[config.mk]
export PLATFORM = sky130hd
export DESIGN_NAME = motor_pos_error_ctl_flat
export DESIGN_NICKNAME = d
export VERILOG_FILES = /design/src/rtl/motor_pos_error_ctl_if.sv /design/src/rtl/motor_pos_error_ctl.sv /design/src/flat_wrapper.sv
export SDC_FILE = /design/constraint.sdc
export NUM_CORES = 1
export LEC_CHECK = 0
export BUFFER_PORTS_ARGS = -buffer_cell sky130_fd_sc_hd__buf_2
export CORE_UTILIZATION = 30
export CTS_BUF_LIST = sky130_fd_sc_hd__clkbuf_4 sky130_fd_sc_hd__clkbuf_8
export DETAILED_ROUTE_END_ITERATION = 6
export HOLD_SLACK_MARGIN = 0.08
export PLACE_DENSITY_LB_ADDON = 0.15
export SYNTH_ARGS = -nofsm -noshare
export SYNTH_HDL_FRONTEND = slang
export SYNTH_SLANG_ARGS = --single-unit
[constraint.sdc]
create_clock -name clk_48 -period 6.53 [get_ports clk_48]
set_input_delay 0.3265 -clock clk_48 [delete_from_list [all_inputs] [get_ports clk_48]]
set_output_delay 0.3265 -clock clk_48 [all_outputs]
set_load 0.01 [all_outputs]
[src/rtl/motor_pos_error_ctl_if.sv]
// motor_pos_error_ctl_if: move command / encoder sample inputs and error / status outputs
interface motor_pos_error_ctl_if #(parameter int POS_W = 12);
    logic [1:0]       i_mode;
    logic [POS_W-1:0] i_sp_prog;
    logic             i_command;
    logic             i_abort;
    logic [POS_W-1:0] i_pos;
    logic             i_pos_valid;
    logic [POS_W:0]   o_error;
    logic [POS_W-1:0] o_errorabs;
    logic             o_errorsign;
    logic             o_err_valid;
    logic             o_in_pos;
    logic             o_busy;
    logic             o_settled;
    logic             o_timeout;
    modport master (
        output i_mode, i_sp_prog, i_command, i_abort, i_pos, i_pos_valid,
        input  o_error, o_errorabs, o_errorsign, o_err_valid, o_in_pos, o_busy, o_settled, o_timeout
    );
    modport slave (
        input  i_mode, i_sp_prog, i_command, i_abort, i_pos, i_pos_valid,
        output o_error, o_errorabs, o_errorsign, o_err_valid, o_in_pos, o_busy, o_settled, o_timeout
    );
endinterface

[src/rtl/motor_pos_error_ctl.sv]
// motor_pos_error_ctl: 2-stage position-error pipeline with move tracking (deadband, settle, timeout)
module motor_pos_error_ctl #(
    parameter int POS_W       = 12,
    parameter int SP_180      = 174,
    parameter int SP_90       = 87,
    parameter int DEADBAND    = 2,
    parameter int SETTLE_CNT  = 16,
    parameter int TIMEOUT_CYC = 1 << 20
) (
    input logic                  clk_48,
    input logic                  reset,
    motor_pos_error_ctl_if.slave bus
);
    localparam int SC_W = $clog2(SETTLE_CNT + 1);
    localparam int TM_W = $clog2(TIMEOUT_CYC);
    typedef enum logic [2:0] {IDLE, TRACK, SETTLE, DONE, FAULT} state_t;
    state_t           r_state;
    logic [POS_W-1:0] r_sp, r_pos1;
    logic             r_v1;
    logic [SC_W-1:0]  r_scnt;
    logic [TM_W-1:0]  r_tmo;
    logic [POS_W:0]   w_err, w_neg;
    logic [POS_W-1:0] w_abs, w_sp_sel;
    logic             w_in_pos, w_cmd, w_hit, w_miss, w_done, w_tmo;
    assign w_err    = {1'b0, r_sp} - {1'b0, r_pos1};
    assign w_neg    = -w_err;
    assign w_abs    = w_err[POS_W] ? w_neg[POS_W-1:0] : w_err[POS_W-1:0];
    assign w_in_pos = w_abs <= POS_W'(DEADBAND);
    assign w_cmd    = bus.i_command && bus.i_mode != 2'b11;
    assign w_sp_sel = bus.i_mode == 2'b00 ? POS_W'(SP_180) :
                      bus.i_mode == 2'b01 ? POS_W'(SP_90) : bus.i_sp_prog;
    assign w_hit    = r_v1 && w_in_pos;
    assign w_miss   = r_v1 && !w_in_pos;
    // r_scnt is always 0 in TRACK, so one compare covers both TRACK and SETTLE
    assign w_done   = w_hit && r_scnt == SC_W'(SETTLE_CNT - 1);
    assign w_tmo    = r_tmo == TM_W'(TIMEOUT_CYC - 1);
    always_ff @(posedge clk_48) begin
        if (reset) begin
            r_v1            <= 1'b0;
            r_pos1          <= '0;
            bus.o_err_valid <= 1'b0;
            bus.o_error     <= '0;
            bus.o_errorabs  <= '0;
            bus.o_errorsign <= 1'b0;
            bus.o_in_pos    <= 1'b0;
        end else begin
            r_v1            <= bus.i_pos_valid;
            r_pos1          <= bus.i_pos_valid ? bus.i_pos : r_pos1;
            bus.o_err_valid <= r_v1;
            if (r_v1) begin
                bus.o_error     <= w_err;
                bus.o_errorabs  <= w_abs;
                bus.o_errorsign <= w_err[POS_W];
                bus.o_in_pos    <= w_in_pos;
            end
        end
    end
    // sample decisions use the result being registered this edge, so status lines up with err_valid
    always_ff @(posedge clk_48) begin
        if (reset || bus.i_abort) begin
            r_state       <= IDLE;
            r_scnt        <= '0;
            r_tmo         <= '0;
            bus.o_busy    <= 1'b0;
            bus.o_settled <= 1'b0;
            bus.o_timeout <= 1'b0;
            if (reset) r_sp <= '0;
        end else if (w_cmd && r_state != FAULT) begin
            r_sp          <= w_sp_sel;
            r_state       <= TRACK;
            r_scnt        <= '0;
            r_tmo         <= '0;
            bus.o_busy    <= 1'b1;
            bus.o_settled <= 1'b0;
        end else if (r_state == TRACK || r_state == SETTLE) begin
            if (w_done) begin
                r_state       <= DONE;
                r_scnt        <= '0;
                bus.o_busy    <= 1'b0;
                bus.o_settled <= 1'b1;
            end else if (w_tmo) begin
                r_state       <= FAULT;
                r_scnt        <= '0;
                bus.o_busy    <= 1'b0;
                bus.o_timeout <= 1'b1;
            end else begin
                r_tmo   <= r_tmo + 1'b1;
                r_state <= w_hit ? SETTLE : w_miss ? TRACK : r_state;
                r_scnt  <= w_hit ? r_scnt + 1'b1 : w_miss ? '0 : r_scnt;
            end
        end
    end
endmodule
[src/flat_wrapper.sv]
// flat-port wrapper written by rule: the top's interface ports become plain ports
module motor_pos_error_ctl_flat 
#(
    parameter int POS_W       = 12,
    parameter int SP_180      = 174,
    parameter int SP_90       = 87,
    parameter int DEADBAND    = 2,
    parameter int SETTLE_CNT  = 16,
    parameter int TIMEOUT_CYC = 1 << 20
)
  (clk_48, reset, bus_i_mode, bus_i_sp_prog, bus_i_command, bus_i_abort, bus_i_pos, bus_i_pos_valid, bus_o_error, bus_o_errorabs, bus_o_errorsign, bus_o_err_valid, bus_o_in_pos, bus_o_busy, bus_o_settled, bus_o_timeout);
  motor_pos_error_ctl_if #(.POS_W(POS_W)) bus_i ();
  input logic clk_48;
  input logic reset;
  input wire logic [$bits(bus_i.i_mode)-1:0] bus_i_mode;
  input wire logic [$bits(bus_i.i_sp_prog)-1:0] bus_i_sp_prog;
  input wire logic [$bits(bus_i.i_command)-1:0] bus_i_command;
  input wire logic [$bits(bus_i.i_abort)-1:0] bus_i_abort;
  input wire logic [$bits(bus_i.i_pos)-1:0] bus_i_pos;
  input wire logic [$bits(bus_i.i_pos_valid)-1:0] bus_i_pos_valid;
  output wire logic [$bits(bus_i.o_error)-1:0] bus_o_error;
  output wire logic [$bits(bus_i.o_errorabs)-1:0] bus_o_errorabs;
  output wire logic [$bits(bus_i.o_errorsign)-1:0] bus_o_errorsign;
  output wire logic [$bits(bus_i.o_err_valid)-1:0] bus_o_err_valid;
  output wire logic [$bits(bus_i.o_in_pos)-1:0] bus_o_in_pos;
  output wire logic [$bits(bus_i.o_busy)-1:0] bus_o_busy;
  output wire logic [$bits(bus_i.o_settled)-1:0] bus_o_settled;
  output wire logic [$bits(bus_i.o_timeout)-1:0] bus_o_timeout;
  assign bus_i.i_mode = bus_i_mode;
  assign bus_i.i_sp_prog = bus_i_sp_prog;
  assign bus_i.i_command = bus_i_command;
  assign bus_i.i_abort = bus_i_abort;
  assign bus_i.i_pos = bus_i_pos;
  assign bus_i.i_pos_valid = bus_i_pos_valid;
  assign bus_o_error = bus_i.o_error;
  assign bus_o_errorabs = bus_i.o_errorabs;
  assign bus_o_errorsign = bus_i.o_errorsign;
  assign bus_o_err_valid = bus_i.o_err_valid;
  assign bus_o_in_pos = bus_i.o_in_pos;
  assign bus_o_busy = bus_i.o_busy;
  assign bus_o_settled = bus_i.o_settled;
  assign bus_o_timeout = bus_i.o_timeout;
  motor_pos_error_ctl #(.POS_W(POS_W), .SP_180(SP_180), .SP_90(SP_90), .DEADBAND(DEADBAND), .SETTLE_CNT(SETTLE_CNT), .TIMEOUT_CYC(TIMEOUT_CYC)) u_core (.clk_48(clk_48), .reset(reset), .bus(bus_i));
endmodule
After elaboration in Yosys (flattened, before gate mapping)
Cells that the tools add are included.

Multipliers: 0. Shifts and indexed selects: 0. Multiplexer cells: 20. Reduce and logical (&&, ||, !) cells: 22. Bitwise operators: 3. Div/mod/pow operators: 0. $add $sub $neg: 4. $lt $le $gt $ge: 1. Equality and inequality tests: 8.

Operator list (number): 12-bit 2-to-1 mux (6); 20-bit by 1-bit adder with 20-bit output (second input constant) (1); 20-bit equality test (second input constant) (1); 5-bit 2-to-1 mux (4); 12-bit by 12-bit subtractor with 13-bit output (1); 12-bit by 2-bit less-or-equal comparator with 1-bit output (second input constant) (1); 3-bit 2-to-1 mux (4); 12-bit negator (1); 2-bit AND reduction (5); 1-bit 2-to-1 mux (6); 5-bit by 1-bit adder with 5-bit output (second input constant) (1); 5-bit by 4-bit equality test with 1-bit output (second input constant) (1); 1-bit logical AND (5); 5-bit nonzero test (1); 2-bit inequality test (second input constant) (2); 4-bit AND reduction (1); 2-bit nonzero test (2); 4-bit nonzero test (1); 3-bit by 1-bit equality test with 1-bit output (second input constant) (1); 3-bit by 2-bit equality test with 1-bit output (second input constant) (1); 3-bit inequality test (second input constant) (1); 1-bit inverter (3); 3-bit AND reduction (1); 3-bit nonzero test (1); 5 further kinds (6).

Memories: 0. Memory bits (read-only): 0. Register bits after elaboration: 84. Latch bits: 0. Word-level logic and storage cells: 73. Output and inout port bits: 31. Input port bits: 31. Memory bits (writable): 0.

Logic depth before layout (Yosys ltp)
Word-level depth: 12. Depth in mapped cells: 17. Depth with buffers taken out: 14.

Worst setup path before layout
Ideal clock, no wire load.

Path type: reg-to-reg. From: reg u_core.r_sp[0]. To: reg u_core.bus.o_timeout. Library setup time: 0.115 ns. Setup slack: 2.862 ns. Stages on the path, launching flop included: 18. Arrival: 3.553 ns. Cell sequence: edfxtp_1 > inv_1 > ha_1 > inv_1 > fa_1 > a21o_1 > a221oi_2 > or3_1 > buf_2 > nand2_1 > clkbuf_1 > nor3_1 > o2111ai_1 > a2111oi_4 > buf_6 > buf_6 > nor2_1 > o21a_1.

Word-level cells in the longest chain between the ends: 8.

Ends and longest elaborated chain: start, declared (RTL line motor_pos_error_ctl.sv:18) `logic [POS_W-1:0] r_sp, r_pos1;`; start signal, assigned (RTL line motor_pos_error_ctl.sv:69) `r_sp <= w_sp_sel;`; 12-bit by 12-bit subtractor with 13-bit output (*) (RTL line motor_pos_error_ctl.sv:25) `assign w_err = {1'b0, r_sp} - {1'b0, r_pos1};`; 12-bit negator (RTL line motor_pos_error_ctl.sv:26) `assign w_neg = -w_err;`; 12-bit 2-to-1 mux (*) (RTL line motor_pos_error_ctl.sv:27) `assign w_abs = w_err[POS_W] ? w_neg[POS_W-1:0] : w_err[POS_W-1:0];`; 12-bit by 2-bit less-or-equal comparator with 1-bit output (*) (RTL line motor_pos_error_ctl.sv:28) `assign w_in_pos = w_abs <= POS_W'(DEADBAND);`; 1-bit logical AND (*) (RTL line motor_pos_error_ctl.sv:32) `assign w_hit = r_v1 && w_in_pos;`; 1-bit logical AND (*) (RTL line motor_pos_error_ctl.sv:35) `assign w_done = w_hit && r_scnt == SC_W'(SETTLE_CNT - 1);`; 1-bit inverter (no line) (*); 4-bit AND reduction (no line) (*); end signal, assigned (RTL line motor_pos_error_ctl.sv:66) `bus.o_timeout <= 1'b0;`; end signal, assigned (RTL line motor_pos_error_ctl.sv:85) `bus.o_timeout <= 1'b1;`; end, declared (RTL line motor_pos_error_ctl_if.sv:23) `output o_error, o_errorabs, o_errorsign, o_err_valid, o_in_pos, o_busy, o_settled, o_timeout`.

Every way passes the cells marked *; elsewhere a longest branch is shown, timed or not. A chain may end at the register's enable or synchronous reset.

Worst setup path in the final report
From: reg u_core.r_sp[0]. To: reg u_core.r_tmo[13].

Word-level cells in the longest chain between the ends: 8.

Ends and longest elaborated chain: 12-bit by 12-bit subtractor with 13-bit output (*) (RTL line motor_pos_error_ctl.sv:25); 12-bit negator (RTL line motor_pos_error_ctl.sv:26); 12-bit 2-to-1 mux (*) (RTL line motor_pos_error_ctl.sv:27); 12-bit by 2-bit less-or-equal comparator with 1-bit output (*) (RTL line motor_pos_error_ctl.sv:28); 1-bit logical AND (*) (RTL line motor_pos_error_ctl.sv:32); 1-bit logical AND (*) (RTL line motor_pos_error_ctl.sv:35); 1-bit inverter (no line) (*); 3-bit AND reduction (no line) (*); end signal, assigned (RTL line motor_pos_error_ctl.sv:87) `r_tmo <= r_tmo + 1'b1;`; end, declared (RTL line motor_pos_error_ctl.sv:21) `logic [TM_W-1:0] r_tmo;`.

Marks and branches as above.

==> results.txt <==
* Outcome: completed
- Proportion of layout cells with a drive suffix above 1: 0.1523
* Fraction of registers with async set or reset after synthesis: 0
- Cell Pwr Density: 239.5 mW/mm^2
- Critical path class: reg2reg
- The region available for standard cell placement spans 0.01531 sq mm.
* Remaining global-route overflow: 0
- The number of buffers and inverters on the critical path is 3.
* Period utilisation layout: 0.6950
* Number of pins with negative max-slew slack in the final report: 0
- Chip Height: 127.7 um
* Worst R2R End: u_core.r_tmo[13]
- The first global-routing pass estimated 20.08 mm of wire.
- Cell count of the worst hold path: 3
- In this run the static leakage power is 2.118 nW.
- Yosys attributes the largest share of cell area to sky130_fd_sc_hd__dfxtp_1, sky130_fd_sc_hd__edfxtp_1, sky130_fd_sc_hd__nor2_1.
- Number of setup buffers added after CTS: 0
* Total standard cell area after synthesis: 0.004741 sq mm
- In this run the critical register-to-register path is launched from u_core.r_sp[0].
- #FFs+latches synth: 82
- Drt wl/cell: 14.86 um
- Subtracting the final worst setup slack from the clock period gives 4539 ps.
- The internal power of the cells totals 869.4 uW.
- Maximum cell stage delay along the critical path: 900 ps
* H-tree depth: 3
* Hold-fix buffers, CTS: 0
- In the routed design, unresolved DRC markers number 0.
- Hold Startpoint: bus_i_pos[7]
* Global placer's final weighted congestion: 0.8302
- Actual slew at the worst max-slew pin: 1244 ps
- Remaining antenna violation count: 0
- Max Freq: 0.2203 GHz
* Number of standard cells after synthesis: 559
- Number of antenna violations at the first check in global routing: 0
- Antenna diode count: 0
* Most numerous cell in the Yosys netlist: sky130_fd_sc_hd__nor2_1
- Maximum capacitance violations: 0
- CP Max Fanout: 44
- First-pass iteration count of the detailed router: 5
* Floorplan die area: 0.01631 sq mm
* Proportion of total power due to net switching: 0.3247
- Met3 wirelength from detailed routing: 441 um
- # IOs: 62
- End point of the worst hold path: u_core.r_pos1[7]
- The synthesized design contains 12 enable-type register cells.
- Clock network power share: 0.298
* DR vias: 4208
- TritonCTS built the clock tree.
* Number of clock buffers inserted by TritonCTS: 9
* Most instantiated flip-flop cell in the synthesis netlist: sky130_fd_sc_hd__dfxtp_1
- The worst register-to-register path has a setup slack of 1990 ps.
* Final Instance Count excl. Fillers: 815
- Fraction of power consumed by sequential logic: 0.427
- The floorplan has 45 rows.
* Highest metal layer used by the detailed router: met4
- Layout net count: 648
* Chip Width: 127.7 um
- Met2 Wirelength: 5.521 mm
- Worst Path Arrival: 4850 ps
- In this run the worst setup path begins at u_core.r_sp[0].
* Count of port buffers added during placement: 61
- Worst Hold Class: in2reg
* Starting DRT DRC Count: 190
* Relative max-transition margin: 0.1616
- Total routing resource utilization after global routing: 0.1586
- Number of clock sinks: 82
- The later pin in the worst-skew pair is clocked with a latency of 380 ps.
- Final-layout setup total negative slack: 0 ps
* Register area share after synthesis: 0.3716
- Yosys cell types: 67
- Counting every net in the synthesized netlist gives 608.
* Clock Skew: 10.08 ps
* Worst-case vdd ir drop: 93.47 uV
- Total of fill cells in the finished design: 1663
* Detailed-route wire length on metal 1: 6.081 mm
- Data on the critical path is required at its endpoint by 6840 ps.
- The initial utilization of the core area, before any placement, comes to 0.3096.
- After clock tree synthesis, the clock-pin slew on the worst setup and hold paths is 90 ps.
- Number of global-route vias before repair: 4066
- STA classifies the critical path endpoint as a register.
- The analysis attributes to net switching a power of 417.9 uW.
* Largest net degree at the start of global routing: 45
* Cell repeated most along the worst path: sky130_fd_sc_hd__inv_1
- Area fraction of the dominant cell type after synthesis: 0.2956
- The clock passes through at most 2 buffers.
* Area added between synthesis and finish: 13.38%
- DRT Wirelength: 12.11 mm
- On the critical path the largest part of the delay comes from compound AO/OA/AOI/OAI gates.
* Ordered cell list for the critical path: inv_1 -> ha_1 -> inv_1 -> fa_1 -> a21o_1 -> a221oi_2 -> nor3_1 -> a311oi_1 -> a31oi_1 -> o311ai_2 -> a2111oi_4 -> buf_4 -> or4_1 -> a21oi_1
- Final hold vios: 0
- Dividing the detail-routed via count by the number of cells gives 5.163.
* Root buffer selected by CTS: sky130_fd_sc_hd__clkbuf_8
- The number of cells on the worst reg-to-reg path is 14.
- Number of gates given a new drive strength after cts: 0
- Biggest area consumer among synthesized cells: sky130_fd_sc_hd__dfxtp_1
* Most common library cells after synthesis: sky130_fd_sc_hd__nor2_1, sky130_fd_sc_hd__dfxtp_1, sky130_fd_sc_hd__a21oi_1, sky130_fd_sc_hd__nand2_1, sky130_fd_sc_hd__inv_1
- DP Cell Count: 799
- For this design, the slowest cell found on the critical path is sky130_fd_sc_hd__a311oi_1.
- Count of warnings emitted by yosys: 0
* RSZ-0062 raised after global routing: false
* Half-perimeter wire length after placement: 8.839 mm
* Count of endpoints failing setup in the final report: 0
- Combinational share of power: 0.275
- The worst setup path is launched from a register.
* Post-Syn Area per Cell: 8.481 sq um
metrics by stage:
| stage | util | power [mW] | hold slack [ps] | instance area (sq um) | setup slack, ps |
|---|---|---|---|---|---|
| floorplan | - | 0.8210 | 431.9 | 4741 | 2862 |
| global placement | 0.3377 | 0.9115 | 439.8 | 5172 | 2061 |
| detailed placement | 0.3377 | 0.9154 | 445.8 | 5172 | 2029 |
| CTS | 0.3510 | 1.309 | 154.5 | 5375 | 2002 |
| global route | 0.3510 | 1.364 | 171.6 | 5375 | 1626 |
| finish | 0.3510 | 1.287 | 186.5 | 5375 | 1991 |
power groups by stage:
stage | registers, mW | clock network (mW) | logic, mW
2_1_floorplan | 0.567 | 0 | 0.254
4_1_cts | 0.550 | 0.404 | 0.355
5_1_grt | 0.553 | 0.416 | 0.395
3_5_place_dp | 0.562 | 0 | 0.353
3_3_place_gp | 0.561 | 0 | 0.350
6_report | 0.550 | 0.384 | 0.354
layout by cell type (no fill, tap or decap), drive strengths merged, types with 4 or more instances in the layout:
master / count
or4: 15
a211oi: 14
o211ai: 11
nand2: 33
a21o: 6
clkbuf: 12
or3: 14
o21a: 6
xnor2: 11
a21oi: 34
nor2: 72
nor2b: 5
nor4: 6
nand3: 11
and2: 7
inv: 32
nor3: 16
ha: 17
o31ai: 8
o21ai: 24
nand4: 11
o311ai: 5
edfxtp: 12
o211a: 4
dfxtp: 70
and3: 15
buf: 65
mux2i: 21
layout make-up:
class | instances | area (sq um) | area share
Clock buffer | 12 | 152.6 | 0.02840
Clock inverter | 4 | 50.05 | 0.009311
Inverter | 31 | 116.4 | 0.02165
Multi-Input combinational cell | 410 | 2695 | 0.5014
Sequential cell | 82 | 1762 | 0.3277
Tap cell | 211 | 264.0 | 0.04912
Timing Repair Buffer | 65 | 335.3 | 0.06238
cell families (layout without fill, tap and decap cells):
logic type / count (synthesis) / after routing / synth area share
compound gates: 140 / 140 / 0.2133
flops: 82 / 82 / 0.3716
simple gates: 216 / 216 / 0.2312
fa+ha+maj: 18 / 18 / 0.04909
buf+inv: 67 / 112 / 0.05991
mux: 21 / 21 / 0.04434
xor+xnor: 15 / 15 / 0.03062
worst min-delay path, stage by stage:
cell and delay (ps):
sky130_fd_sc_hd__buf_2 70, sky130_fd_sc_hd__mux2i_1 50, sky130_fd_sc_hd__nor2_1 70
flip-flops by register name (all words and copies together) (netlist names), 3 cells and up:
signal / flops
u_core.bus.o_errorabs: 12
u_core.r_state: 3
u_core.r_sp: 12
u_core.r_scnt: 5
u_core.bus.o_error: 11
u_core.r_tmo: 20
u_core.r_pos1: 12
layer usage:
metal,GRT usage,vias up
met5,0,-
met4,0.08166,0
li1,-,2133
met3,0.02838,6
met1,0.2113,1995
met2,0.2459,74
worst max path at each step:
stage | to | slack [ps] | cells after the start
after floorplan | u_core.bus.o_timeout | 2860 | 17
after global placement | u_core.r_tmo[13] | 2060 | 14
after detailed placement | u_core.r_tmo[13] | 2030 | 14
after CTS | u_core.r_tmo[13] | 2000 | 14
after global routing | u_core.r_tmo[9] | 1630 | 14
final | u_core.r_tmo[13] | 1990 | 14
Note: power is estimated with default switching activity, not from simulation.
